===== src/rtl/uart_rx_param.sv =====
// Oversampling UART receiver with configurable width, parity and stop bits.
// Delivers each frame as a one-clk rx_valid pulse with parity/framing status.
module uart_rx_param #(
  parameter int DATA_BITS = 8,
  parameter int PARITY    = 0,
  parameter int STOP_BITS = 1,
  parameter int OVS       = 16
) (
  input  logic                 clk,
  input  logic                 rst,
  input  logic                 tick,
  input  logic                 rx,
  output logic [DATA_BITS-1:0] rx_data,
  output logic                 rx_valid,
  output logic                 parity_err,
  output logic                 frame_err,
  output logic                 busy
);

  localparam int TW = $clog2(OVS);
  localparam int BW = $clog2(DATA_BITS + 1);

  localparam logic [2:0] IDLE  = 3'd0;
  localparam logic [2:0] START = 3'd1;
  localparam logic [2:0] DATA  = 3'd2;
  localparam logic [2:0] PAR   = 3'd3;
  localparam logic [2:0] STOP  = 3'd4;

  localparam logic [TW-1:0] HALF_CNT  = TW'(OVS / 2 - 1);
  localparam logic [TW-1:0] FULL_CNT  = TW'(OVS - 1);
  localparam logic [BW-1:0] LAST_DATA = BW'(DATA_BITS - 1);
  localparam logic [BW-1:0] LAST_STOP = BW'(STOP_BITS - 1);
  localparam logic          ODD_PAR   = (PARITY == 2);

  logic [2:0]           state;
  logic [TW-1:0]        tick_cnt;
  logic [BW-1:0]        bit_cnt;
  logic [DATA_BITS-1:0] shift;
  logic                 rx_meta;
  logic                 rx_s;
  logic                 rx_prev;
  logic                 par_flag;
  logic                 frame_flag;
  logic                 mid_bit;

  assign mid_bit = tick && (tick_cnt == FULL_CNT);
  assign busy    = (state != IDLE);

  always_ff @(posedge clk) begin
    if (rst) begin
      state      <= IDLE;
      tick_cnt   <= '0;
      bit_cnt    <= '0;
      shift      <= '0;
      rx_meta    <= 1'b1;
      rx_s       <= 1'b1;
      rx_prev    <= 1'b1;
      par_flag   <= 1'b0;
      frame_flag <= 1'b0;
      rx_data    <= '0;
      rx_valid   <= 1'b0;
      parity_err <= 1'b0;
      frame_err  <= 1'b0;
    end else begin
      rx_meta  <= rx;
      rx_s     <= rx_meta;
      rx_prev  <= rx_s;
      rx_valid <= 1'b0;

      case (state)
        // Only a true falling edge starts a frame, so a held-low break line
        // cannot retrigger once its (framing-error) frame has been delivered.
        IDLE: begin
          if (rx_prev && !rx_s) begin
            tick_cnt <= '0;
            state    <= START;
          end
        end

        START: begin
          if (tick) begin
            if (tick_cnt == HALF_CNT) begin
              tick_cnt <= '0;
              if (rx_s) begin
                state <= IDLE;
              end else begin
                bit_cnt    <= '0;
                par_flag   <= 1'b0;
                frame_flag <= 1'b0;
                state      <= DATA;
              end
            end else begin
              tick_cnt <= tick_cnt + 1'b1;
            end
          end
        end

        DATA: begin
          if (mid_bit) begin
            tick_cnt <= '0;
            shift    <= {rx_s, shift[DATA_BITS-1:1]};
            if (bit_cnt == LAST_DATA) begin
              bit_cnt <= '0;
              state   <= (PARITY != 0) ? PAR : STOP;
            end else begin
              bit_cnt <= bit_cnt + 1'b1;
            end
          end else if (tick) begin
            tick_cnt <= tick_cnt + 1'b1;
          end
        end

        // XOR over payload and parity bit must be 0 for even, 1 for odd.
        PAR: begin
          if (mid_bit) begin
            tick_cnt <= '0;
            par_flag <= (^shift) ^ rx_s ^ ODD_PAR;
            state    <= STOP;
          end else if (tick) begin
            tick_cnt <= tick_cnt + 1'b1;
          end
        end

        // Leaving at mid-stop-bit lets a back-to-back start edge be seen at once.
        STOP: begin
          if (mid_bit) begin
            tick_cnt <= '0;
            if (bit_cnt == LAST_STOP) begin
              state      <= IDLE;
              rx_valid   <= 1'b1;
              rx_data    <= shift;
              parity_err <= (PARITY != 0) && par_flag;
              frame_err  <= frame_flag | ~rx_s;
            end else begin
              frame_flag <= frame_flag | ~rx_s;
              bit_cnt    <= bit_cnt + 1'b1;
            end
          end else if (tick) begin
            tick_cnt <= tick_cnt + 1'b1;
          end
        end

        default: state <= IDLE;
      endcase
    end
  end

endmodule

===== config.mk =====
export PLATFORM = sky130hd
export DESIGN_NAME = uart_rx_param
export DESIGN_NICKNAME = d
export VERILOG_FILES = /design/src/rtl/uart_rx_param.sv
export SDC_FILE = /design/constraint.sdc
export NUM_CORES = 1
export LEC_CHECK = 0
export ABC_AREA = 1
export BUFFER_PORTS_ARGS = -buffer_cell sky130_fd_sc_hd__buf_2
export CORE_ASPECT_RATIO = 0.8
export CORE_UTILIZATION = 60
export CTS_BUF_LIST = sky130_fd_sc_hd__clkbuf_8
export DETAILED_ROUTE_END_ITERATION = 12
export PLACE_DENSITY = 0.79
export REMOVE_ABC_BUFFERS = 1
export SYNTH_ARGS = -nofsm -noshare
export SYNTH_HDL_FRONTEND = slang
export SYNTH_SLANG_ARGS = --single-unit
export TNS_END_PERCENT = 5

===== constraint.sdc =====
create_clock -name clk -period 1.95 [get_ports clk]
set_input_delay 0.39 -clock clk [delete_from_list [all_inputs] [get_ports clk]]
set_output_delay 0.39 -clock clk [all_outputs]
set_load 0.02 [all_outputs]

## Yosys cells after proc, flatten, opt, wreduce, memory -nomap -nowiden

Cells that the tools add are included.

| storage, ports and cells | value |
|---|---|
| bits in registers | 33 |
| input bits | 4 |
| output and inout bits | 12 |
| word-level logic and storage cells | 83 |

| operators by class | value |
|---|---|
| $add $sub $neg | 2 |
| equal/unequal tests | 18 |
| multiplexer cells | 31 |
| bitwise gates (word level) | 4 |
| reduce and logical (&&, ||, !) cells | 17 |

Operators by type and width:

| cell | number |
|---|---|
| $mux 4 | 12 |
| $mux 3 | 8 |
| $pmux 4 s3 | 2 |
| $ne 2x2->1 const B | 10 |
| $pmux 3 s5 | 1 |
| $reduce_bool 3->1 | 3 |
| $add 4x1->4 const B | 2 |
| $eq 4x3->1 const B | 2 |
| $reduce_and 8->1 | 1 |
| $reduce_and 7->1 | 1 |
| $eq 3x2->1 const B | 2 |
| $mux 1 | 6 |
| $reduce_and 6->1 | 1 |
| $reduce_or 3->1 | 2 |
| $eq 4x4->1 const B | 1 |
| $logic_not 4->1 | 1 |
| $reduce_and 4->1 | 1 |
| $eq 3x1->1 const B | 1 |
| $eq 3x3->1 const B | 1 |
| $logic_not 3->1 | 1 |
| $ne 3x1->1 const B | 1 |
| $not 1->1 | 3 |
| $reduce_and 3->1 | 1 |
| $logic_and 1x1->1 | 2 |
| other kinds (6) | 6 |

## Longest topological paths before layout

Gate-level depths: netlist of run 1.

| depth | value |
|---|---|
| depth after elaboration | 5 |
| depth in mapped cells | 11 |
| gate-level depth less buffers | 11 |

## Worst setup path after synthesis of run 1

OpenSTA, ideal clock, no wires.

| path | value |
|---|---|
| path kind | register to register |
| from | register tick_cnt[0] |
| to | register bit_cnt[2] |
| library setup time | 0.113 ns |
| arrival | 1.299 ns |
| required time | 1.837 ns |
| slack | 0.538 ns |
| cell stages (with the launch flop) | 11 |
| buffers on the path | 0 |
| period minus slack after synthesis | 1.412 ns |
| cells stage by stage | dfxtp_1 > ha_1 > nand2_1 > inv_1 > nand2_2 > nand2_1 > nand2_2 > nor2_2 > nand3_1 > nand2_1 > nor2_1 |

| between the ends | value |
|---|---|
| longest elaborated chain between the ends | 4 |
| elaborated cells between the ends (all ways) | 7 |
| classes of those cells | eq/ne (5); reduce/logical (2) |

Ends and longest elaborated chain:

| item | line | text |
|---|---|---|
| from (decl) | 36 | `logic [TW-1:0] tick_cnt;` |
| from (signal assigned) | 93 | `tick_cnt <= tick_cnt + 1'b1;` |
| from (signal assigned) | 109 | `tick_cnt <= tick_cnt + 1'b1;` |
| from (signal assigned) | 120 | `tick_cnt <= tick_cnt + 1'b1;` |
| $eq 4x4->1 | 46 | `assign mid_bit = tick && (tick_cnt == FULL_CNT);` |
| $logic_and 1x1->1 | 46 |  |
| $ne 2x2->1 (no source line) | - |  |
| $reduce_and 7->1 (no source line) * | - |  |
| to (signal assigned) | 106 | `bit_cnt <= bit_cnt + 1'b1;` |
| to (signal assigned) | 136 | `bit_cnt <= bit_cnt + 1'b1;` |
| to (decl) | 37 | `logic [BW-1:0] bit_cnt;` |

Mark *: on every way between the ends. The rest lies on a longest branch, timed or not.
A chain may end at the register's enable or synchronous reset.

## Worst setup path after layout of run 1

| path | value |
|---|---|
| from | register tick_cnt[0] |
| to | register bit_cnt[1] |

Same word-level chain as after synthesis.

==> metrics, run 1 <==
Req. time, crit path=2.13 ns; fmax=621.5 MHz; Min Hold Slack=0.2820 ns; Syn-to-layout area delta=13.42%; DRT iter0 DRCs=122; max-cap violations=0; layout net count=264; Non-Filler Instances=294; largest net degree at the start of global routing=24; crit share post-route=0.8251; RSZ-0062 raised after global routing=no; CP Max Fanout=5; Worst-path clk slew=0.06 ns; R2R setup slack=0.34 ns; insertion delay to the later sink of the worst-skew pair=0.28 ns; Reg2Reg Capture Point=bit_cnt[1]$_SDFFE_PP0P_; Post-Syn Area=1613 sq um; Clock Tree Root=clkbuf_8; Core Area=2502 sq um; cells on worst reg2reg path=10; maximum vdd drop=0.8130 mV; Syn Area/Cell=6.748 sq um; final setup TNS=0 ns; layout cells sized above 1=0.1705; DRT Pass-1 Iters=4; Slew Viols, Final=0; yosys warns=0; Worst Hold Class=input port to flip-flop; hold_sp=rx; gr usage total=0.2663; CP Launch Type=flip-flop; DR vias=1484; Initial Util=0.6445; DP Cell Count=286; final worst slack=0.3410 ns; Port Buffers=14; critical path class=flip-flop to flip-flop; Max Root-Sink Buffers=2; vias per cell=5.048; PwrDens=1209 nW/um^2; Hold-fix buffers, CTS=0; die span in x=59.97 microns; DR DRC count=0; CTS tree=done; crit path capture type=flip-flop; WL/cell=11.14 microns; Worst Hold End=rx_meta$_SDFF_PP1_; pre-CTS worst setup slack=0.3669 ns; Rows=16; CTS Buf Count=5; # clock sinks=33; Final GP Congestion=0.9147; Final Util=0.7310; flops & latches, synth=33; Final Hold Vio Count=0; Crit Reg-Reg Startpoint=tick_cnt[0]$_SDFFE_PP0P_; final setup vio count=0; Worst Path Arrival=1.79 ns; Worst Hold Depth=2; LEAKAGE=0.9205 nW; Max Clock Skew=0.002596 ns; initial antenna violation count=0; # H-tree levels=2; outcome=finished, final reports clean; vias in the first global route=1299; overflow left after global routing=0; WL final=3276 microns; fin crit period=1.609 ns; sequential area share after synthesis=0.4096; Final HPWL DP=2340 microns; die area=2901 sq um; Final ANT Viol Nets=0; ant diodes=0; Post-Synthesis Cells=239; count of cell types in the netlist=22; chip height=48.37 microns; Post-CTS Setup Inserts=0; first-pass GRT wire length=5720 microns; Boundary Pins=16; PostCTS Resize Cnt=0
## placed cells by master (no fill, tap or decap), types with 3 or more instances in the layout
cell,Yosys,routed
a21oi_1,8,8
buf_2,0,14
clkbuf_8,0,6
dfxtp_1,33,33
ha_1,3,3
inv_1,15,16
nand2_1,49,49
nand2_2,6,6
nand2_4,3,3
nand3_1,14,14
nor2_1,62,62
nor2_2,7,7
o21ai_0,22,22
## Yosys cell counts
library cell	count	area share
ha_1	3	0.023
nor2_2	7	0.027
nor2_4	1	0.0070
a21oi_1	8	0.025
xor2_1	2	0.011
nand4_1	2	0.0078
inv_1	15	0.035
nand3_2	1	0.0062
conb_1	1	0.0023
nand2_1	49	0.11
dfxtp_1	33	0.41
clkinv_1	1	0.0023
buf_4	2	0.0093
o21ai_0	22	0.068
nand2_2	6	0.023
or2_2	2	0.0078
clkbuf_1	2	0.0047
nand2_4	3	0.021
nand3_1	14	0.043
inv_2	2	0.0047
nor2_1	62	0.14
o21ai_1	1	0.0031
## metrics by stage
| step | power [mW] | area, sq um |
|---|---|---|
| floorplan | 1.405 | 1590 |
| global placement | 1.549 | 1713 |
| detailed placement | 1.555 | 1713 |
| CTS | 2.206 | 1829 |
| global route | 2.370 | 1829 |
| finish | 2.211 | 1829 |
## worst max-delay path by stage
stage	start	to	slack, ns	cells after the start
floorplan	tick_cnt[0]$_SDFFE_PP0P_	bit_cnt[2]$_SDFFE_PP0P_	0.54	10
global placement	tick_cnt[0]$_SDFFE_PP0P_	bit_cnt[0]$_SDFFE_PP0P_	0.39	10
detailed placement	tick_cnt[0]$_SDFFE_PP0P_	bit_cnt[1]$_SDFFE_PP0P_	0.37	10
CTS	tick_cnt[0]$_SDFFE_PP0P_	bit_cnt[1]$_SDFFE_PP0P_	0.35	10
global route	tick_cnt[0]$_SDFFE_PP0P_	rx_data[0]$_SDFFE_PP0P_	0.15	8
finish	tick_cnt[0]$_SDFFE_PP0P_	bit_cnt[1]$_SDFFE_PP0P_	0.34	10
## flip-flops by register name (all words and copies together), names as in the netlist
register and count:
bit_cnt 4, rx_meta 1, rx_prev 1, frame_err 1, rx_valid 1, shift 8, state 3, rx_data 8
tick_cnt 4, rx_s 1, frame_flag 1
## power breakdown
part	switching, mW	internal, mW
combinational	0.507	0.253
clock	0.245	0.411
sequential	0.0619	0.733
total	0.814	1.40
## critical path: stages (launching register included)
cell and delay, ns:
dfxtp_1 0.39, ha_1 0.19, nand2_1 0.09, inv_1 0.12
nand2_2 0.11, nand2_1 0.10, nand2_2 0.09, nor2_2 0.21
nand3_1 0.11, nand2_1 0.08, nor2_1 0.04
## routing by layer
metal	up-vias	routed length, microns	GRT usage
li1	787	-	-
met1	655	1694	0.3939
met2	37	1350	0.3556
met3	5	197	0.1043
met4	0	34	0.07364
met5	-	0	0
## logic make-up (layout without fill, tap and decap cells)
family,Yosys count,after routing,synth area share
xor+xnor,2,2,0.01086
flops,33,33,0.4096
buf+inv,22,41,0.05585
simple gates,147,147,0.4019
other cells,1,1,0.002325
compound gates,31,31,0.09620
fa+ha+maj,3,3,0.02328
## layout make-up
class | count | area [sq um]
Clock buffer | 6 | 82.58
Timing Repair Buffer | 15 | 77.57
Tap cell | 36 | 45.04
Clock inverter | 2 | 33.78
Inverter | 18 | 67.56
Multi-Input combinational cell | 184 | 862.1
Sequential cell | 33 | 660.6
Fill cell | 213 | 673.1
Note: power is estimated with default switching activity, not from simulation.
==> run 2, diff against run 1 <==
--- a/config.mk
+++ b/config.mk
@@ -8,10 +8,10 @@
 export ABC_AREA = 1
 export BUFFER_PORTS_ARGS = -buffer_cell sky130_fd_sc_hd__buf_2
 export CORE_ASPECT_RATIO = 0.8
-export CORE_UTILIZATION = 60
+export CORE_UTILIZATION = 54
 export CTS_BUF_LIST = sky130_fd_sc_hd__clkbuf_8
 export DETAILED_ROUTE_END_ITERATION = 12
-export PLACE_DENSITY = 0.79
+export PLACE_DENSITY = 0.75
 export REMOVE_ABC_BUFFERS = 1
 export SYNTH_ARGS = -nofsm -noshare
 export SYNTH_HDL_FRONTEND = slang
==> constraint.sdc (replaced) <==
create_clock -name clk -period 1.35 [get_ports clk]
set_input_delay 0.27 -clock clk [delete_from_list [all_inputs] [get_ports clk]]
set_output_delay 0.27 -clock clk [all_outputs]
set_load 0.02 [all_outputs]
==> run 2 against run 1 <==
Effect of this change:
- critical path depth is 2 lower
- worst hold slack worse by 0.12 ns
- combinational power grew to 2.8 times the previous value
- global-route usage up 0.85 points
- final area grew 32%
- final cell count rose by 13%
- non-clock buffer count rose by 35
- register-to-register slack worse by 0.48 ns
- the flow now finishes with violations (negative setup slack)
- highest routed layer unchanged
- utilization grew 13 points
==> metrics, run 2 (synthesis results as in run 1) <==
outcome=complete, but fails checks; failing checks=negative setup slack; CP Launch Type=flip-flop; Non-Filler Instances=331; Rows=17; CTS tree=done; insertion delay to the later sink of the worst-skew pair=0.29 ns; hold_sp=rx; critical path class=flip-flop to flip-flop; Boundary Pins=16; Core Area=2808 sq um; vias in the first global route=1494; DRT Pass-1 Iters=5; Req. time, crit path=1.56 ns; WP buf/inv=2; Worst path max stage delay=0.34 ns; Slew Viols, Final=0; Initial Util=0.5744; Hold-fix buffers, CTS=0; Worst-path clk slew=0.07 ns; Top Registers=rx_data x8, shift x8; DR vias=1815; layout net count=299; gr usage total=0.2748; most common cell after layout, fill and taps aside=nor2_1; CP Max Fanout=7; initial antenna violation count=0; final setup vio count=17; Final ANT Viol Nets=0; maximum vdd drop=1.216 mV; Filler cells=151; ant diodes=0; Worst Hold End=rx_meta$_SDFF_PP1_; fmax=673.1 MHz; CTS Buf Count=5; Worst Path Arrival=1.69 ns; Port Buffers=14; kind of cell adding the most delay to the critical path=simple AND/OR/NAND/NOR gates; DP Cell Count=313; Worst Hold Depth=2; Max Root-Sink Buffers=2; RSZ-0062 raised after global routing=yes; Clock Tree Root=clkbuf_8; WL/cell=14.87 microns; LEAKAGE=1.157 nW; critical path, cell by cell=inv_2, nand2_2, nor2_4, nand2_4, nor2_4, buf_12, o21ai_0, nor2_1; layout cells sized above 1=0.4334; largest net degree at the start of global routing=23; die area=3211 sq um; most frequent cells in the layout=nor2_1 (53), nand2_1 (35), buf_4 (30), dfxtp_1 (25), o21ai_0 (18); pre-CTS worst setup slack=-0.1424 ns; Final Hold Vio Count=0; die span in x=63.10 microns; Crit Reg-Reg Startpoint=state[1]$_SDFFE_PP0P_; cells on worst reg2reg path=8; R2R setup slack=-0.14 ns; CP max stage cell=dfxtp_2; Reg2Reg Capture Point=rx_data[2]$_SDFFE_PP0P_; Worst Hold Class=input port to flip-flop; PwrDens=1665 nW/um^2; overflow left after global routing=0; WL final=4923 microns; Max Clock Skew=0.006814 ns; fin crit period=1.486 ns; Final GP Congestion=0.8790; chip height=50.88 microns; most frequent CP cell=nor2_4; final worst slack=-0.1358 ns; DRT iter0 DRCs=136; vias per cell=5.483; DR DRC count=0; first-pass GRT wire length=6713 microns; post-route cell area=2407 sq um; placed cell area=1928 sq um; Final HPWL DP=2643 microns; # clock sinks=33; crit share post-route=1.101; crit path capture type=flip-flop; max-cap violations=0; Syn-to-layout area delta=49.26%; # H-tree levels=2
-- run 2: per-layer routing --
layer / part of all wire / vias up / global-route usage
met2: 0.45 / 93 / 0.4158
met5: 0 / - / 0
met3: 0.098 / 15 / 0.06920
met4: 0.026 / 0 / 0.1008
li1: - / 870 / -
met1: 0.42 / 837 / 0.3782
-- run 2: worst max-delay path by stage --
stage | cells past startpoint | start | slack, ns | to
global placement | 10 | tick_cnt[1]$_SDFFE_PP0P_ | -0.13 | bit_cnt[3]$_SDFFE_PP0P_
CTS | 11 | bit_cnt[0]$_SDFFE_PP0P_ | -0.03 | state[2]$_SDFFE_PP0P_
floorplan | 10 | tick_cnt[0]$_SDFFE_PP0P_ | -0.06 | bit_cnt[2]$_SDFFE_PP0P_
detailed placement | 10 | tick_cnt[1]$_SDFFE_PP0P_ | -0.14 | bit_cnt[2]$_SDFFE_PP0P_
finish | 8 | state[1]$_SDFFE_PP0P_ | -0.14 | rx_data[2]$_SDFFE_PP0P_
global route | 8 | state[1]$_SDFFE_PP0P_ | -0.20 | tick_cnt[1]$_SDFFE_PP0P_
-- run 2: where the power goes --
part / leakage, nW / internal, mW / switching, mW
combinational: 0.842 / 0.881 / 1.23
clock: 0.0439 / 0.355 / 0.372
sequential: 0.271 / 1.08 / 0.0935
total: 1.16 / 2.31 / 1.70
-- run 2: final cells by class --
| type | count | area (sq um) | area share |
|---|---|---|---|
| Tap cell | 38 | 47.55 | 0.01975 |
| Timing Repair Buffer | 50 | 395.4 | 0.1642 |
| Clock inverter | 3 | 17.52 | 0.007277 |
| Multi-Input combinational cell | 184 | 1112 | 0.4621 |
| Sequential cell | 33 | 675.6 | 0.2807 |
| Inverter | 18 | 90.09 | 0.03742 |
| Clock buffer | 5 | 68.82 | 0.02859 |
-- run 2: metrics by stage --
| step | hold WS [ns] | utilization | power, mW | setup TNS (ns) |
|---|---|---|---|---|
| floorplan | 0.3391 | - | 2.030 | -0.3512 |
| global placement | 0.3913 | 0.6867 | 2.477 | -1.159 |
| detailed placement | 0.3941 | 0.6867 | 2.487 | -1.791 |
| CTS | 0.1560 | 0.7643 | 3.445 | -0.1264 |
| global route | 0.1582 | 0.8574 | 4.230 | -2.662 |
| finish | 0.1577 | 0.8574 | 4.009 | -0.9408 |
-- run 2: what timing repair did --
item | 4_1_cts | 5_1_grt
buffers inserted | 2 | 9
resized for setup | 39 | 53
pin swaps | 3 | 25
setup endpoints to repair | 28 | 30
==> run 3, diff against run 2 <==
--- a/config.mk
+++ b/config.mk
@@ -13,6 +13,7 @@
 export DETAILED_ROUTE_END_ITERATION = 12
 export PLACE_DENSITY = 0.75
 export REMOVE_ABC_BUFFERS = 1
+export SETUP_SLACK_MARGIN = 0.3
 export SYNTH_ARGS = -nofsm -noshare
 export SYNTH_HDL_FRONTEND = slang
 export SYNTH_SLANG_ARGS = --single-unit
==> run 3 against run 2 <==
Effect of this change:
- the run still ends with negative setup slack left
- largest power group unchanged
- total power is 4.7% higher
- final area is 5.8% higher
- first-iteration DRC count is 74% higher
- die area stayed put
- combinational power is 7% higher
- register-to-register slack worse by 0.03 ns
- non-clock buffer count stayed put
- clock-buffer cell count stayed put
==> metrics, run 3 (synthesis results as in run 1) <==
ant diodes=0; Final GP Congestion=0.8790; CP max stage cell=dfxtp_2; DR DRC count=0; CTS tree=done; final setup vio count=22; Final HPWL DP=2643 microns; CTS Buf Count=5; Final ANT Viol Nets=0; Final Util=0.9073; insertion delay to the later sink of the worst-skew pair=0.30 ns; R2R setup slack=-0.17 ns; outcome=complete, but fails checks; overflow left after global routing=0; die area=3211 sq um; largest net degree at the start of global routing=23; die span in x=63.10 microns; DR vias=1970; max-cap violations=0; PwrDens=1648 nW/um^2; kind of cell adding the most delay to the critical path=simple AND/OR/NAND/NOR gates; Initial Util=0.5744; most frequent cells in the layout=nor2_1 (53), nand2_1 (31), buf_4 (29), dfxtp_1 (22); Crit Reg-Reg Startpoint=tick_cnt[3]$_SDFFE_PP0P_; vias in the first global route=1614; critical path, cell by cell=nand2_1, inv_1, nand2_8, nand2_8, nand2_8, nor2_4, nand2_4, nand2_2, nand2_1, nor2_1; Boundary Pins=16; crit share post-route=1.124; fin crit period=1.517 ns; layout cells sized above 1=0.5017; Worst Hold Class=input port to flip-flop; Syn-to-layout area delta=57.95%; DRT Pass-1 Iters=5; maximum vdd drop=1.216 mV; Slew Viols, Final=0; cells on worst reg2reg path=10; hold_sp=rx; Max Clock Skew=0.007730 ns; fmax=659.2 MHz; gr usage total=0.3133; first-pass GRT wire length=7500 microns; WL final=6310 microns; layout net count=299; Worst-path clk slew=0.08 ns; WL/cell=19.06 microns; DRT iter0 DRCs=236; Top Registers=rx_data x8, shift x8; WP buf/inv=1; # clock sinks=33; Final Hold Vio Count=0; RSZ-0062 raised after global routing=yes; most common cell after layout, fill and taps aside=nor2_1; vias per cell=5.952; CP Launch Type=flip-flop; Port Buffers=14; Reg2Reg Capture Point=state[2]$_SDFFE_PP0P_; Worst Hold End=rx_meta$_SDFF_PP1_; total power=4.197 mW; initial antenna violation count=0; LEAKAGE=1.182 nW; crit path capture type=flip-flop; Clock Tree Root=clkbuf_8; Req. time, crit path=1.56 ns; Worst path max stage delay=0.33 ns; CP Max Fanout=4; Core Area=2808 sq um; Rows=17; most frequent CP cell=nand2_8; Max Root-Sink Buffers=2; critical path class=flip-flop to flip-flop; final worst slack=-0.1671 ns; chip height=50.88 microns; # H-tree levels=2; Worst Hold Depth=2; Worst Path Arrival=1.73 ns; failing checks=negative setup slack
## run 3: cell count changes in the layout (fill, tap and decap cells not counted), moves of 2 or more
cell     delta
buf_2      -10
nand3_2     +2
nand2_2     +5
buf_6      +10
o21ai_0     -9
nand2_1     -4
dfxtp_1     -3
nand2_4     -2
o21ai_2    +10
dfxtp_2     +2
## run 3: how the worst max path moves through the flow
stage          slack [ns]  cells past startpoint                       to                     start
6_report            -0.17                     10    state[2]$_SDFFE_PP0P_  tick_cnt[3]$_SDFFE_PP0P_
2_1_floorplan       -0.06                     10  bit_cnt[2]$_SDFFE_PP0P_  tick_cnt[0]$_SDFFE_PP0P_
5_1_grt             -0.22                      9  bit_cnt[1]$_SDFFE_PP0P_  tick_cnt[3]$_SDFFE_PP0P_
4_1_cts           -0.0004                     11    state[2]$_SDFFE_PP0P_  tick_cnt[0]$_SDFFE_PP0P_
3_5_place_dp        -0.14                     10  bit_cnt[2]$_SDFFE_PP0P_  tick_cnt[1]$_SDFFE_PP0P_
3_3_place_gp        -0.13                     10  bit_cnt[3]$_SDFFE_PP0P_  tick_cnt[1]$_SDFFE_PP0P_
## run 3: timing repair
action / 4_1_cts / 5_1_grt
gates resized for setup: 92 / 50
pin swaps: 45 / 36
setup endpoints to repair: 35 / 41
setup buffers: 5 / 5
hold buffers: 0 / 0
## run 3: routing by layer
metal  GRT usage  vias to the layer above  wire [microns]
met5           0                        -               0
met4      0.1395                        0             265
met3     0.08036                       33             527
met2      0.4839                      127            2966
met1      0.4137                      952            2550
li1            -                      858               -
## run 3: cell type report
cell class	count	area, sq um
Multi-Input combinational cell	184	1167
Sequential cell	33	681.9
Timing Repair Buffer	50	470.5
Fill cell	101	260.3
Inverter	18	93.84
Clock buffer	5	68.82
Tap cell	38	47.55
Clock inverter	3	17.52
## run 3: report_power, final
group | switching, mW | internal (mW)
sequential | 0.102 | 1.08
combinational | 1.34 | 0.925
clock | 0.399 | 0.356
total | 1.84 | 2.36
## run 3: per-stage QoR
stage	area, sq um	cells	setup TNS (ns)	worst slack [ns]	hold slack (ns)
final	2547	331	-1.950	-0.1671	0.1513
after global routing	2547	331	-3.038	-0.2214	0.1567
after CTS	2318	326	-0.0003825	-0.0003825	0.1560
after detailed placement	1928	313	-1.791	-0.1424	0.3941
after global placement	1928	313	-1.159	-0.1310	0.3913
after floorplan	1590	235	-0.3512	-0.06494	0.3391
